<file path="src/rtl/wb_pkg.sv">
// Shared definitions for the write-back stage: MEM->WB bus layout, CP0 map, exception codes.
package wb_pkg;
  localparam int MEM_WB_W  = 118;
  localparam int EXC_BUS_W = 33;

  // LSB offsets of the MEM->WB bus fields
  localparam int BUS_PC_LSB         = 0;
  localparam int BUS_ERET           = 32;
  localparam int BUS_SYSCALL        = 33;
  localparam int BUS_CP0_ADDR_LSB   = 34;
  localparam int BUS_MFC0           = 42;
  localparam int BUS_MTC0           = 43;
  localparam int BUS_MFLO           = 44;
  localparam int BUS_MFHI           = 45;
  localparam int BUS_LO_WRITE       = 46;
  localparam int BUS_HI_WRITE       = 47;
  localparam int BUS_LO_RESULT_LSB  = 48;
  localparam int BUS_MEM_RESULT_LSB = 80;
  localparam int BUS_RF_WDEST_LSB   = 112;
  localparam int BUS_RF_WEN         = 117;

  localparam logic [7:0] CP0_STATUS_ADDR = 8'h60;
  localparam logic [7:0] CP0_CAUSE_ADDR  = 8'h68;
  localparam logic [7:0] CP0_EPC_ADDR    = 8'h70;

  localparam logic [4:0] EXCCODE_SYS = 5'd8;
  localparam int         STATUS_EXL  = 1;
endpackage

</file>
<file path="src/rtl/wb_cp0_regs.sv">
// Minimal CP0 (STATUS, CAUSE, EPC): syscall > eret > mtc0 on the write side.
// Latency: writes land on the next clk edge, reads are combinational.
// Backpressure: none, every request is accepted.
module cp0_regs
  import wb_pkg::*;
#(
  parameter logic [31:0] STATUS_WMASK = 32'h0000_FF03
) (
  input  logic        clk,
  input  logic        resetn,
  input  logic        wen,
  input  logic [7:0]  addr,
  input  logic [31:0] wdata,
  input  logic        syscall,
  input  logic        eret,
  input  logic [31:0] pc,
  output logic [31:0] rdata,
  output logic [31:0] status,
  output logic [31:0] cause,
  output logic [31:0] epc
);

  always_ff @(posedge clk or negedge resetn) begin
    if (!resetn) begin
      status <= '0;
      cause  <= '0;
      epc    <= '0;
    end else if (syscall) begin
      epc               <= pc;
      cause[6:2]        <= EXCCODE_SYS;
      status[STATUS_EXL] <= 1'b1;
    end else if (eret) begin
      status[STATUS_EXL] <= 1'b0;
    end else if (wen) begin
      // CAUSE is deliberately absent: software cannot write it
      if (addr == CP0_STATUS_ADDR)
        status <= (status & ~STATUS_WMASK) | (wdata & STATUS_WMASK);
      else if (addr == CP0_EPC_ADDR)
        epc <= wdata;
    end
  end

  always_comb begin
    rdata = '0;
    case (addr)
      CP0_STATUS_ADDR: rdata = status;
      CP0_CAUSE_ADDR:  rdata = cause;
      CP0_EPC_ADDR:    rdata = epc;
      default:         rdata = '0;
    endcase
  end

endmodule

</file>
<file path="src/rtl/wb.sv">
// Write-back stage: register-file write, HI/LO, CP0 and syscall/eret redirect.
// Latency: single cycle, WB_over follows WB_valid.
// Backpressure: none, the stage never stalls.
module wb
  import wb_pkg::*;
#(
  parameter logic [31:0] EXC_ENTER_ADDR = 32'h0000_0000,
  parameter logic [31:0] STATUS_WMASK   = 32'h0000_FF03
) (
  input  logic                 clk,
  input  logic                 resetn,
  input  logic                 WB_valid,
  input  logic [MEM_WB_W-1:0]  MEM_WB_bus_r,
  output logic                 rf_wen,
  output logic [4:0]           rf_wdest,
  output logic [31:0]          rf_wdata,
  output logic                 WB_over,
  output logic [4:0]           WB_wdest,
  output logic                 WB_RegWrite,
  output logic [31:0]          WB_data,
  output logic [EXC_BUS_W-1:0] exc_bus,
  output logic                 cancel,
  output logic [31:0]          WB_pc,
  output logic [31:0]          HI_data,
  output logic [31:0]          LO_data,
  output logic [31:0]          cp0r_status,
  output logic [31:0]          cp0r_cause,
  output logic [31:0]          cp0r_epc
);

  logic        bus_rf_wen, hi_write, lo_write, mfhi, mflo, mtc0, mfc0, syscall, eret;
  logic [31:0] mem_result, lo_result, pc, cp0_rdata, hi_q, lo_q;
  logic [7:0]  cp0_addr;
  logic        exc_valid;
  logic [31:0] exc_pc;

  assign bus_rf_wen = MEM_WB_bus_r[BUS_RF_WEN];
  assign rf_wdest   = MEM_WB_bus_r[BUS_RF_WDEST_LSB +: 5];
  assign mem_result = MEM_WB_bus_r[BUS_MEM_RESULT_LSB +: 32];
  assign lo_result  = MEM_WB_bus_r[BUS_LO_RESULT_LSB +: 32];
  assign hi_write   = MEM_WB_bus_r[BUS_HI_WRITE];
  assign lo_write   = MEM_WB_bus_r[BUS_LO_WRITE];
  assign mfhi       = MEM_WB_bus_r[BUS_MFHI];
  assign mflo       = MEM_WB_bus_r[BUS_MFLO];
  assign mtc0       = MEM_WB_bus_r[BUS_MTC0];
  assign mfc0       = MEM_WB_bus_r[BUS_MFC0];
  assign cp0_addr   = MEM_WB_bus_r[BUS_CP0_ADDR_LSB +: 8];
  assign syscall    = MEM_WB_bus_r[BUS_SYSCALL];
  assign eret       = MEM_WB_bus_r[BUS_ERET];
  assign pc         = MEM_WB_bus_r[BUS_PC_LSB +: 32];

  always_ff @(posedge clk or negedge resetn) begin
    if (!resetn) begin
      hi_q <= '0;
      lo_q <= '0;
    end else if (WB_valid) begin
      if (hi_write) hi_q <= mem_result;
      if (lo_write) lo_q <= lo_result;
    end
  end

  cp0_regs #(
    .STATUS_WMASK(STATUS_WMASK)
  ) u_cp0 (
    .clk    (clk),
    .resetn (resetn),
    .wen    (WB_valid & mtc0),
    .addr   (cp0_addr),
    .wdata  (mem_result),
    .syscall(WB_valid & syscall),
    .eret   (WB_valid & eret),
    .pc     (pc),
    .rdata  (cp0_rdata),
    .status (cp0r_status),
    .cause  (cp0r_cause),
    .epc    (cp0r_epc)
  );

  always_comb begin
    rf_wdata = mem_result;
    if (mfhi)      rf_wdata = hi_q;
    else if (mflo) rf_wdata = lo_q;
    else if (mfc0) rf_wdata = cp0_rdata;
  end

  // eret returns to the EPC as it stands before this edge
  assign exc_valid = WB_valid & (syscall | eret);
  assign exc_pc    = syscall ? EXC_ENTER_ADDR : cp0r_epc;

  assign rf_wen      = WB_valid & bus_rf_wen & ~syscall & ~eret;
  assign WB_over     = WB_valid;
  assign WB_wdest    = rf_wdest & {5{WB_valid}};
  assign WB_RegWrite = rf_wen;
  assign WB_data     = rf_wdata;
  assign exc_bus     = {exc_valid, exc_pc};
  assign cancel      = exc_valid;
  assign WB_pc       = pc;
  assign HI_data     = hi_q;
  assign LO_data     = lo_q;

endmodule

</file>
<file path="config.mk">
export PLATFORM = sky130hd
export DESIGN_NAME = wb
export DESIGN_NICKNAME = d
export VERILOG_FILES = /design/src/rtl/wb_pkg.sv /design/src/rtl/wb_cp0_regs.sv /design/src/rtl/wb.sv
export SDC_FILE = /design/constraint.sdc
export NUM_CORES = 1
export LEC_CHECK = 0
export ABC_AREA = 1
export BUFFER_PORTS_ARGS = -buffer_cell sky130_fd_sc_hd__buf_2
export CAP_MARGIN = 20
export CORE_AREA = 4 4 163 165
export CTS_CLUSTER_DIAMETER = 120
export DETAILED_ROUTE_END_ITERATION = 10
export DIE_AREA = 0 0 167 169
export MAX_ROUTING_LAYER = met4
export PLACE_DENSITY = 0.65
export SYNTH_ARGS = -nofsm -noshare
export SYNTH_HDL_FRONTEND = slang
export SYNTH_HIERARCHICAL = 1
export SYNTH_SLANG_ARGS = --single-unit
</file>
<file path="constraint.sdc">
create_clock -name clk -period 4.7 [get_ports clk]
set_clock_uncertainty 0.2 [all_clocks]
set_input_delay 0.705 -clock clk [delete_from_list [all_inputs] [get_ports clk]]
set_output_delay 0.705 -clock clk [all_outputs]
set_load 0.1 [all_outputs]
</file>
; Word level (Yosys, flattened, before mapping)
; Cells that the tools add are included.
[word_totals]
input_bits = 121
reg_bits = 129
mem_count = 0
wordCells = 48
latchBits = 0
romBits = 0
mem_bits_rw = 0
[classes]
magnitude_cmp = 0
div = 0
mux = 14
shifts = 0
reduce_logical = 9
add_sub_neg = 0
n_bitwise = 14
n_eq_ne = 5
mul = 0
[op_table]
columns = cell, count
row1 = $mux 32, 9
row2 = $pmux 32 s3, 1
row3 = $or 32x16->32, 1
row4 = $eq 8x7->1 const B, 3
row5 = $reduce_and 4->1, 2
row6 = $and 1x1->1, 7
row7 = $reduce_and 2->1, 3
row8 = $reduce_bool 3->1, 2
row9 = $and 5x5->5, 1
row10 = $mux 2, 2
row11 = $ne 2x1->1 const B, 2
row12 = $not 1->1, 4
row13 = $reduce_bool 2->1, 2
row14 = $mux 1, 2
row15 = $or 1x1->1, 1

; Depth between registers and ports, before layout
[logic_depth]
word_depth = 6
mapped_depth = 13
ltp_nobuf = 11

; By module
; The synthesis kept the hierarchy.
[modules_own_cells]
columns = module, cells_per_inst, seq_area_each_um2, area_each_um2, n_inst
row1 = wb, 682, 1601.5, 4583.1, 1
row2 = cp0_regs, 453, 1076.0, 3015.4, 1

; Worst setup path after synthesis
; OpenSTA, ideal clock, no wires.
[synth_path]
kind = input -> output
start = input port MEM_WB_bus_r[33]
end = output port rf_wen
path_slack_ps = 253
cell_stages = 3
path_buffers = 2
required_ps = 3795
t_arrival_ps = 3542
cell_sequence = clkbuf_1 > nor3_1 > buf_4
[synth_between]
elab_chain_len = 3
[synth_rtl]
columns = element, line_no
row1 = "start, declared", wb.sv:13  ; input logic [MEM_WB_W-1:0] MEM_WB_bus_r,
row2 = $not 1->1, wb.sv:90  ; assign rf_wen = WB_valid & bus_rf_wen & ~syscall & ~eret;
row3 = $and 1x1->1 (2 in a row), wb.sv:90
row4 = "end, declared", wb.sv:14  ; output logic rf_wen,
; No other way between the ends.

; Final worst setup path
[layout_path]
start = input port MEM_WB_bus_r[35]
end = output port rf_wdata[17]
[layout_between]
elab_chain_len = 5
[layout_rtl]
columns = element, line_no
row1 = $eq 8x7->1, wb_cp0_regs.sv:45  ; case (addr)
row2 = $pmux 32 s3 (*), wb_cp0_regs.sv:45
row3 = net cp0_rdata[17], wb.sv:32  ; logic [31:0] mem_result, lo_result, pc, cp0_rdata, hi_q, lo_q;
row4 = $mux 32 (*), wb.sv:83  ; else if (mfc0) rf_wdata = cp0_rdata;
row5 = $mux 32 (*), wb.sv:82  ; else if (mflo) rf_wdata = lo_q;
row6 = $mux 32 (*), wb.sv:81  ; if (mfhi) rf_wdata = hi_q;
row7 = "end, declared", wb.sv:16  ; output logic [31:0] rf_wdata,
; Mark *: on every way through the listed nets, which the timed path passes. The rest lies on a longest branch.

==> run metrics <==
FF-to-FF Start=u_cp0/cause[5]; Worst Hold Class=in -> async; WP data arrival=2710 ps; Initial Utilization=0.303; vias=7788; Pleak=0.00554 uW; post-synthesis compound-gate area fraction=0.0589; Residual DRC=0; Finished Core Util=0.363; Final nets=1508; TritonRoute pass-1 iters=6; power density over the cells=494 nW/um^2; crit-path max cell delay=430 ps; largest family of logic cells by synthesized area=simple AND/OR/NAND/NOR gates; worst rel slew slack=0.432; Area after DPL=8790 sq um; share of layout cells above drive strength 1=0.321; design area=9080 sq um; fin crit period=3610 ps; total CTS buffers=9; Crit path required time=3800 ps; maximum clock rate=277 MHz; Critical Path Source Type=input pin; Post-Synth Adder-Cell Area=0; Synth Cell Area=7600 sq um; largest net degree at the start of global routing=65; multiplexer area fraction after synthesis=0; M1 WL=13000 microns; Post-Synthesis Cells=1135; chip width=167 microns; Max clock buf depth=2; vias in the first global route=7255; critical-path cell list=buf_2 > nor2_1 > nand2_1 > nor2_2 > buf_4 > inv_1 > nor2_1 > nand2_1 > nand3_1 > nand2_1 > nand2_1 > buf_2; Vias/cell=4.52; RR Endpoint=u_cp0/cause[5]; average size of a mapped cell=6.69 sq um; Root Driver=clkbuf_16; path depth of the worst reg2reg path=1; Core ar.=25000 sq um; highest-delay cell along the critical path=buf_2; initial antenna violation count=1; R2R Setup Slk=3720 ps; RSZ-0062 raised after global routing=no; DR WL met2=13000 microns; clock slew at reported path FFs=90 ps; Max Slew Vio Count=0; slew of the pin with the lowest slew margin=851 ps; dpl hpwl=22300 microns; Die H=169 microns; gr usage total=0.199; input/output buffers=370; most used cell, CP=nand2_1; Post-DRT Antenna Nets=0; post-CTS sizing=0; Synth Register Bits=107; final hold vios=0; Rows=58; H-tree depth=3; Setup WS post-layout=1090 ps; yosys warns=60; postcts setup bufs=0; gr ovfl total=0; Layout area overhead=19.5%; Synth cell types=24; post-place setup slack=1080 ps; Post-Synth Simple-Gate Area=0.356; final WL=28600 microns; CTS tree=yes; CP endpoint kind=output pin; top layer in use=met4; final-layout fill cell count=2764; CP Max Fanout=21; CTS Sinks=107; IO Pins=424; drt wl/cell=16.6 microns; WL met3=2110 microns; CP Class=in -> out; Maximum Capacitance Violations=0; Starting DRT DRC Count=656; clk_lat worst skew=350 ps; Seq/Total Area, Yosys=0.352; worst vdd ir=283 uV; first-pass GRT wire length=43600 microns; status=complete, no violations; endpoints failing setup=0; DIE AREA=28200 sq um; # hold bufs at CTS=0; setup TNS=0 ps; gpl congestion=0.978; fraction of synthesized cell area in xor and xnor cells=0; Period Utilization, post-route=0.769; total power=4490 uW
## worst max-delay path: cells and delay by family
| kind | cells | cell delay (ps) |
|---|---|---|
| buffers and inverters | 4 | 1090 |
| and+or+nand+nor | 8 | 910 |
## flip-flops by register name, summed over array words and instances (netlist names)
register and flops:
u_cp0/status 10, u_cp0/cause 1, u_cp0/epc 32, LO_data 32, HI_data 32
## metal layers
metal  up-vias  track usage
met3        41       0.0285
met4         0       0.0502
met1      3604        0.283
met2       382        0.300
met5         -            -
li1       3761            -
## power breakdown
group / total (uW) / switching (uW) / leakage [uW] / internal [uW]
Combinational: 2560 / 2260 / 0.00412 / 307
Sequential: 1140 / 112 / 0.00129 / 1030
Clock: 784 / 369 / 0.000136 / 416
Total: 4490 / 2740 / 0.00554 / 1750
## Yosys cell counts (all sizes together)
master  number  area, sq um
nor2        94          389
conb         1         3.75
nand2      453         1730
a21oi       65          438
o21ai        2         10.0
clkbuf       3         11.3
nand3      108          553
buf        186         1340
nor3         3         15.0
nand4        1         6.26
dfrtp      107         2680
or2          1         6.26
inv        111          419
## how the worst max path moves through the flow
stage | start | endpoint | slack (ps) | cells past startpoint
2_1_floorplan | MEM_WB_bus_r[33] | rf_wen | 250 | 3
3_3_place_gp | MEM_WB_bus_r[37] | rf_wdata[17] | 1070 | 12
3_5_place_dp | MEM_WB_bus_r[35] | rf_wdata[19] | 1080 | 12
4_1_cts | MEM_WB_bus_r[35] | rf_wdata[19] | 1080 | 12
5_1_grt | MEM_WB_bus_r[41] | rf_wdata[19] | 850 | 12
6_report | MEM_WB_bus_r[35] | rf_wdata[17] | 1090 | 12
## cells in the final DEF (no fill, tap or decap)
cell and count:
a21oi_1 35, a21oi_2 30, buf_12 1, buf_2 369, buf_4 8, bufinv_16 1, clkbuf_1 1, clkbuf_16 9
clkinvlp_4 2, conb_1 53, dfrtp_1 107, diode_2 2, inv_1 102, inv_2 8, inv_4 1, inv_6 2
nand2_1 444, nand2_2 7, nand2_4 2, nand3_1 107, nand3_4 1, nand4_1 1, nor2_1 89, nor2_2 2
nor2_4 2, nor2_8 1, nor3_1 3, o21ai_0 2, or2_2 1
## kinds of logic (layout without fill, tap and decap cells)
kind of cell / count (synthesis) / after routing
and+or+nand+nor: 660 / 660
buffers and inverters: 300 / 504
DFF: 107 / 107
AOI/OAI and AO/OA: 67 / 67
other: 1 / 55
## layout make-up
class | instances | area, sq um | share of cell area
antenna | 2 | 5.00 | 0.000551
sequential | 107 | 2680 | 0.295
inverter | 111 | 419 | 0.0461
multi-input combinational | 780 | 3350 | 0.369
timing repair buffer | 378 | 1930 | 0.212
clock buffer | 10 | 229 | 0.0252
tap | 330 | 413 | 0.0455
clock inverter | 5 | 62.6 | 0.00689
## through the flow
stage	hold slack, ps	instances
6_report	160	1723
5_1_grt	215	1722
4_1_cts	185	1721
3_5_place_dp	277	1706
3_3_place_gp	276	1705
2_1_floorplan	209	1187
Power figures use the tool's default switching activity.
